File: src/rtl/mux_rr_param.sv
// Parameterised N-channel multiplexer with a registered output stage.
// Each channel is picked either by a fixed selector or by round-robin search.
module mux_rr_param #(
  parameter  int WIDTH    = 2,
  parameter  int CHANNELS = 4,
  localparam int SEL_W    = (CHANNELS > 1) ? $clog2(CHANNELS) : 1
) (
  input  logic                      clk,
  input  logic                      reset,
  input  logic                      mode,
  input  logic [SEL_W-1:0]          selector,
  input  logic [CHANNELS*WIDTH-1:0] data_in,
  input  logic [CHANNELS-1:0]       valid_in,
  input  logic                      ready_in,
  output logic [CHANNELS-1:0]       ack_out,
  output logic [WIDTH-1:0]          data_out,
  output logic                      valid_out,
  output logic [SEL_W-1:0]          chan_out,
  output logic [7:0]                count_out
);

  logic [WIDTH-1:0] data_q, data_d;
  logic             valid_q, valid_d;
  logic [SEL_W-1:0] chan_q, chan_d;
  logic [7:0]       count_q, count_d;
  logic [SEL_W-1:0] rr_ptr_q, rr_ptr_d;

  logic             load_en;
  logic             grant_vld;
  logic [SEL_W-1:0] grant_idx;

  assign load_en = !valid_q || ready_in;

  // Round-robin search starts one past the last granted channel and wraps.
  always_comb begin
    int unsigned      idx;
    logic [SEL_W-1:0] cand;
    grant_vld = 1'b0;
    grant_idx = '0;
    idx       = 0;
    cand      = '0;
    if (!mode) begin
      if (int'(selector) < CHANNELS && valid_in[selector]) begin
        grant_vld = 1'b1;
        grant_idx = selector;
      end
    end else begin
      for (int unsigned i = 1; i <= CHANNELS; i++) begin
        idx  = (int'(rr_ptr_q) + i) % CHANNELS;
        cand = SEL_W'(idx);
        if (!grant_vld && valid_in[cand]) begin
          grant_vld = 1'b1;
          grant_idx = cand;
        end
      end
    end
  end

  always_comb begin
    ack_out  = '0;
    data_d   = data_q;
    valid_d  = valid_q;
    chan_d   = chan_q;
    count_d  = count_q;
    rr_ptr_d = rr_ptr_q;
    if (load_en) begin
      if (grant_vld) begin
        // Reset forces valid_q low, so ack must be masked explicitly.
        ack_out[grant_idx] = !reset;
        data_d   = data_in[int'(grant_idx)*WIDTH +: WIDTH];
        valid_d  = 1'b1;
        chan_d   = grant_idx;
        rr_ptr_d = grant_idx;
        if (count_q != 8'hFF) count_d = count_q + 8'd1;
      end else begin
        valid_d = 1'b0;
      end
    end
  end

  always_ff @(posedge clk or posedge reset) begin
    if (reset) begin
      data_q   <= '0;
      valid_q  <= 1'b0;
      chan_q   <= '0;
      count_q  <= '0;
      rr_ptr_q <= SEL_W'(CHANNELS - 1);
    end else begin
      data_q   <= data_d;
      valid_q  <= valid_d;
      chan_q   <= chan_d;
      count_q  <= count_d;
      rr_ptr_q <= rr_ptr_d;
    end
  end

  assign data_out  = data_q;
  assign valid_out = valid_q;
  assign chan_out  = chan_q;
  assign count_out = count_q;

endmodule

File: config.mk
export PLATFORM = sky130hd
export DESIGN_NAME = mux_rr_param
export DESIGN_NICKNAME = d
export VERILOG_FILES = /design/src/rtl/mux_rr_param.sv
export SDC_FILE = /design/constraint.sdc
export NUM_CORES = 1
export LEC_CHECK = 0
export ABC_AREA = 1
export CAP_MARGIN = 30
export CORE_MARGIN = 2
export CORE_UTILIZATION = 35
export DETAILED_ROUTE_END_ITERATION = 12
export HOLD_SLACK_MARGIN = 0.1
export PLACE_DENSITY = 0.72
export SYNTH_ARGS = -nofsm -noshare
export SYNTH_HDL_FRONTEND = slang
export SYNTH_SLANG_ARGS = --single-unit
File: constraint.sdc
create_clock -name clk -period 3.9 [get_ports clk]
set_input_delay 0.78 -clock clk [delete_from_list [all_inputs] [get_ports clk]]
set_output_delay 0.78 -clock clk [all_outputs]
set_load 0.02 [all_outputs]
Word-level counts from Yosys, hierarchy flattened
Cells that the tools add are included.
{ "totals": {"register_bits": 15, "latch_bits": 0, "mem_bits_rw": 0, "mem_bits_ro": 0, "output_inout_bits": 17, "n_memories": 0} }
{ "op_classes": {"add_sub_neg": 5, "multipliers": 0, "div_mod_pow": 0, "magnitude_cmp": 7, "eq_ne": 1, "shift": 1, "muxes": 30, "bitwise": 1, "reduce_logical": 12} }
{ "ops": {"columns": ["cell", "n"], "rows": [
  ["$lt A2 B3 Y1 const B", 6],
  ["$mux W1", 16],
  ["$mux W2", 6],
  ["$bmux W1 S2", 5],
  ["$add A8 B1 Y8 const B", 1],
  ["$mux W4", 2],
  ["$ne A8 B8 Y1 const B", 1],
  ["$shiftx A8 B4 Y2", 1],
  ["$logic_not A1 Y1", 5],
  ["$add A2 B1 Y2 const B", 2],
  ["$add A2 B2 Y2 const B", 2],
  ["$and A4 B4 Y4", 1],
  ["$logic_and A1 B1 Y1", 4],
  ["$reduce_and A3 Y1", 1],
  ["$demux W1 S2", 1],
  ["$ge A2 B1 Y1 const B", 1],
  ["$reduce_and A2 Y1", 1],
  ["$logic_or A1 B1 Y1", 1]
]} }

Logic depth before layout (Yosys ltp)
Gate-level depths: netlist of the first run.
{ "depth": {"word_depth": 24, "mapped_depth": 18, "depth_no_buf": 17} }

Worst setup path after synthesis of the first run
No wires, ideal clock.
{ "synth_path": {"kind": "in2out", "from": "in selector[0]", "to": "out ack_out[0]", "arrival_time_ps": 2253, "path_slack_ps": 867, "stages": 8, "cell_sequence": "inv_1 > nor2_1 > or3_4 > a21oi_4 > nor2_4 > nor2_8 > nand2_1 > nor3_1"} }
{ "synth_between": {"elab_chain_len": 11, "word_cells_on_any_way": 14} }
{ "synth_rtl": {"columns": ["element", "line_no", "text"], "rows": [
  ["start: declaration", "11", "input logic [SEL_W-1:0] selector,"],
  ["$bmux W1 S2", "43", "if (int'(selector) < CHANNELS && valid_in[selector]) begin"],
  ["$mux W1 (implied by the code)", "43", null],
  ["$mux W2", "43", null],
  ["$mux W2", "42", "if (!mode) begin"],
  ["$lt A2 B3 Y1 (implied by the code) / $ge A2 B1 Y1 (equally long branches)", "69", "ack_out[grant_idx] = !reset;"],
  ["$logic_and A1 B1 Y1 (implied by the code)", "69", null],
  ["$mux W1 (implied by the code)", "69", null],
  ["$demux W1 S2", "69", null],
  ["$and A4 B4 Y4 (no source line)", null, null],
  ["$mux W4 *", "67", "if (grant_vld) begin"],
  ["$mux W4 *", "66", "if (load_en) begin"],
  ["end: declaration", "15", "output logic [CHANNELS-1:0] ack_out,"]
]} }
Mark *: on every way between the ends. The rest lies on a longest branch, timed or not. The select of a mux whose other input is x is not followed.

Worst setup path after layout of the first run
{ "layout_path": {"from": "in valid_in[0]", "to": "out ack_out[0]"} }
{ "layout_between": {"elab_chain_len": 23, "word_cells_on_any_way": 39} }
{ "layout_rtl": {"columns": ["element", "line_no", "text"], "rows": [
  ["start: declaration", "13", "input logic [CHANNELS-1:0] valid_in,"],
  ["$bmux W1 S2", "51", "if (!grant_vld && valid_in[cand]) begin"],
  ["$mux W1 (implied by the code)", "51", null],
  ["$mux W1", "51", null],
  ["$mux W1", "42", null],
  ["$logic_not A1 Y1", "51", null],
  ["$logic_and A1 B1 Y1", "51", null],
  ["$mux W1", "51", null],
  ["$mux W1", "42", null],
  ["(+7 left out)", null, null],
  ["$mux W2", "42", null],
  ["$lt A2 B3 Y1 (implied by the code) / $ge A2 B1 Y1 (equally long branches)", "69", null],
  ["$logic_and A1 B1 Y1 (implied by the code)", "69", null],
  ["$mux W1 (implied by the code)", "69", null],
  ["$demux W1 S2", "69", null],
  ["$and A4 B4 Y4 (no source line)", null, null],
  ["$mux W4 *", "67", null],
  ["$mux W4 *", "66", null]
]} }
Marks and branches as above.

==> PnR_summary.wiki, run 1 <==
{| class="wikitable"
! Metric !! Value
|-
| Critical path data required time || 3.12 ns
|-
| Final worst path period share || 88.1%
|-
| Total nets after synthesis || 186
|-
| Type of origin of the critical path || input port
|-
| Cell count after synthesis || 167
|-
| Setup crit end kind || output pin
|-
| Instance area at placement || 1570 um^2
|-
| Share of the synthesized area in the top cell type || 28.2%
|-
| Top cells by area in the synthesized netlist || sky130_fd_sc_hd__dfrtp_1 28%, sky130_fd_sc_hd__nand2_1 24%, sky130_fd_sc_hd__nand3_1 5.6%, sky130_fd_sc_hd__dfstp_2 4.6%, sky130_fd_sc_hd__inv_1 3.9%
|-
| Max capacitance violation total || 0
|-
| Worst min path class || flip-flop to flip-flop
|-
| Clock Tree Root || sky130_fd_sc_hd__clkbuf_4
|-
| Beginning of the worst register-to-register path || rr_ptr_q[0]$_DFFE_PP1P_
|-
| Floorplan Core Area || 3100 um^2
|-
| Distinct cells, synth || 28
|-
| Initial antenna violation count || 0
|-
| Worst Hold Launch || chan_out[0]$_DFFE_PP0P_
|-
| Summed negative setup slack over all endpoints || 0 ns
|-
| Classification of the worst setup path || input port to output pin
|-
| Most used cells in the layout excluding fill and tap cells || 74 x sky130_fd_sc_hd__nand2_1, 30 x sky130_fd_sc_hd__clkdlybuf4s50_1, 13 x sky130_fd_sc_hd__nand3_1, 13 x sky130_fd_sc_hd__dfrtp_1, 12 x sky130_fd_sc_hd__inv_1
|-
| Pwr per Cell Area || 660 nW/um^2
|-
| Worst Max-Slew Pin Slew || 0.439 ns
|-
| Last weighted congestion value of the routability-driven placer || 0.832
|-
| Sequential element share of the synthesized area || 32.7%
|-
| Die width || 61.4 um
|-
| Starting density of the core || 37.2%
|-
| Num CTS Buffers || 3
|-
| Max Freq || 291 MHz
|-
| Leakage power || 0.853 nW
|-
| H-tree depth || 1
|-
| Routed len/inst || 10.5 um
|-
| Total iterations of the first detailed-routing run || 4
|-
| Port Buf Inserts || 34
|-
| First-iteration detailed-routing DRC count || 78
|-
| Total setup violations reported at the end of the flow || 0
|-
| Final net count || 228
|-
| Reg-to-reg slack, setup || 1.78 ns
|-
| Critical path startpoint || valid_in[0]
|-
| CTS tree || built
|-
| Number of setup buffers added after CTS || 0
|-
| Pin count of the biggest net entering global routing || 16
|-
| Area growth from synthesis to layout || 39.0%
|-
| Clock tree skew after final layout || 0.00161 ns
|-
| Overall routed net length || 2640 um
|-
| Final min period || 3.43 ns
|-
| Post-detailed-route via-to-cell ratio || 4.55
|-
| Leading cell type in the layout, fill and taps excluded || sky130_fd_sc_hd__nand2_1
|-
| Max clock buf depth || 2
|-
| Placed wire-length estimate || 2060 um
|-
| Number of hold violations in the final report || 0
|-
| I/O pin total || 35
|-
| Number of cell rows || 20
|-
| Vertical die dimension || 61.4 um
|-
| Arrival time of the worst setup path || 2.65 ns
|-
| Vias after detailed routing || 1146
|-
| DRC violation count after routing || 0
|-
| Syn Area/Cell || 6.92 um^2
|-
| Slew Viols, Final || 0
|-
| Netlist Area Pre-Place || 1150 um^2
|-
| Maximum ir drop on the vdd rail || 0.390 mV
|-
| Vias in the first global route || 1038
|-
| Clock input transition at the sequential cells of the worst setup and hold paths || 0.08 ns
|-
| Flip-flop and latch count after synthesis || 15
|-
| Fraction of final layout cells with drive strength greater than 1 || 14.9%
|-
| Clock latency reported for the late side of the worst-skew pair || 0.27 ns
|-
| Run status || complete, no violations
|-
| Final std cell area, no fill || 1610 um^2
|-
| Largest area contributor in the netlist || sky130_fd_sc_hd__dfrtp_1
|-
| Syn. warnings || 0
|-
| Total grt overflow || 0
|-
| Number of routed nets with antenna violations || 0
|-
| Area of the die || 3770 um^2
|-
| Rel. slew slack || 70.5%
|-
| Clock sink total || 15
|-
| First-pass GRT wire length || 4210 um
|-
| Global Route Usage Sum || 14.7%
|-
| Largest fanout of any net on the critical path || 4
|-
| Diode count || 0
|-
| Unrepaired setup endpoints after global routing || false
|}
[flip-flops by register name, indices dropped and copies added (netlist names)]
name       count
count_out      8
chan_out       2
rr_ptr_q       2
valid_out      1
data_out       2
[per-stage QoR]
step           instances  total power [mW]  setup WS [ns]  util (%)  hold WS (ns)
2_1_floorplan        167             0.763          0.867         -         0.545
3_3_place_gp         248             0.975          0.109      50.6         0.475
3_5_place_dp         248             0.983         0.0810      50.6         0.475
4_1_cts              252              1.07         0.0790      51.4         0.499
5_1_grt              252              1.16          0.346      51.7         0.529
6_report             252              1.06          0.465      51.7         0.491
[area by class of cell]
cell class                      instances  area, um^2
Sequential cell                        15         378
Clock buffer                            4        26.3
Timing Repair Buffer                   38         380
Tap cell                               44        55.1
Inverter                               16        65.1
Fill cell                             319        1500
Multi-Input combinational cell        135         701
[worst paths after layout]
path,cells past startpoint,end
worst max-delay path,9,ack_out[0]
worst min-delay path,2,chan_out[0]$_DFFE_PP0P_
worst max register to register,15,count_out[2]$_DFFE_PP0P_
worst min register to register,2,chan_out[0]$_DFFE_PP0P_
max in group asynchronous,3,rr_ptr_q[1]$_DFFE_PP1P_
min in group asynchronous,3,valid_out$_DFFE_PP0P_
[power breakdown]
group          internal, mW  switching (mW)
Clock                0.0395          0.0435
Combinational         0.273           0.398
Sequential            0.226          0.0802
Total                 0.538           0.521
[logic make-up after synthesis]
family	share of synthesized area (%)
xor+xnor	4.55
compound gates	7.04
buf+inv	6.61
fa+ha+maj	1.08
flops	32.7
simple gates	48.0
[cell usage after synthesis]
cell,n
sky130_fd_sc_hd__nand2_4,1
sky130_fd_sc_hd__a21oi_4,1
sky130_fd_sc_hd__inv_1,12
sky130_fd_sc_hd__nand2_2,7
sky130_fd_sc_hd__dfrtp_1,13
sky130_fd_sc_hd__or3_4,1
sky130_fd_sc_hd__a21oi_1,1
sky130_fd_sc_hd__nor2_8,1
sky130_fd_sc_hd__inv_6,1
sky130_fd_sc_hd__nand2_1,74
sky130_fd_sc_hd__xnor2_1,2
sky130_fd_sc_hd__xor2_1,4
sky130_fd_sc_hd__nor2_2,2
sky130_fd_sc_hd__o21bai_2,1
sky130_fd_sc_hd__nand2_8,1
sky130_fd_sc_hd__nor3_1,2
sky130_fd_sc_hd__buf_6,1
sky130_fd_sc_hd__o22ai_1,1
sky130_fd_sc_hd__nand4_1,2
sky130_fd_sc_hd__ha_1,1
sky130_fd_sc_hd__nor2_4,3
sky130_fd_sc_hd__o21a_1,1
sky130_fd_sc_hd__nand3_1,13
sky130_fd_sc_hd__nor2_1,8
sky130_fd_sc_hd__o21ai_0,7
sky130_fd_sc_hd__inv_2,3
sky130_fd_sc_hd__nor4_1,1
sky130_fd_sc_hd__dfstp_2,2
[critical path, cell delays in order]
cell and delay, ns:
sky130_fd_sc_hd__clkdlybuf4s50_1 0.52, sky130_fd_sc_hd__nor2_1 0.06, sky130_fd_sc_hd__or3_4 0.38, sky130_fd_sc_hd__a21oi_4 0.21, sky130_fd_sc_hd__nor2_4 0.08, sky130_fd_sc_hd__nor2_8 0.07
sky130_fd_sc_hd__nand2_1 0.10, sky130_fd_sc_hd__nor3_1 0.19, sky130_fd_sc_hd__dlymetal6s2s_1 0.25
[timing repair]
action | in CTS | in global routing
endpoints found under the setup margin | 0 | 4
gates resized for setup | 0 | 4
hold buffers | 0 | 0
[layer usage]
layer / global-route usage, % / routed length, um / vias up
met5: 0 / 0 / -
met3: 2.10 / 171 / 2
met4: 3.95 / 10 / 0
met2: 25.5 / 1200 / 33
met1: 19.1 / 1260 / 503
li1: - / - / 608
Note: power is estimated with default switching activity, not from simulation.
==> run 2: changes to the inputs <==
Settings changed: CTS_CLUSTER_SIZE set to 12.
==> results of run 2 <==
Final layout, timing and power as in run 1 (identical DEF).
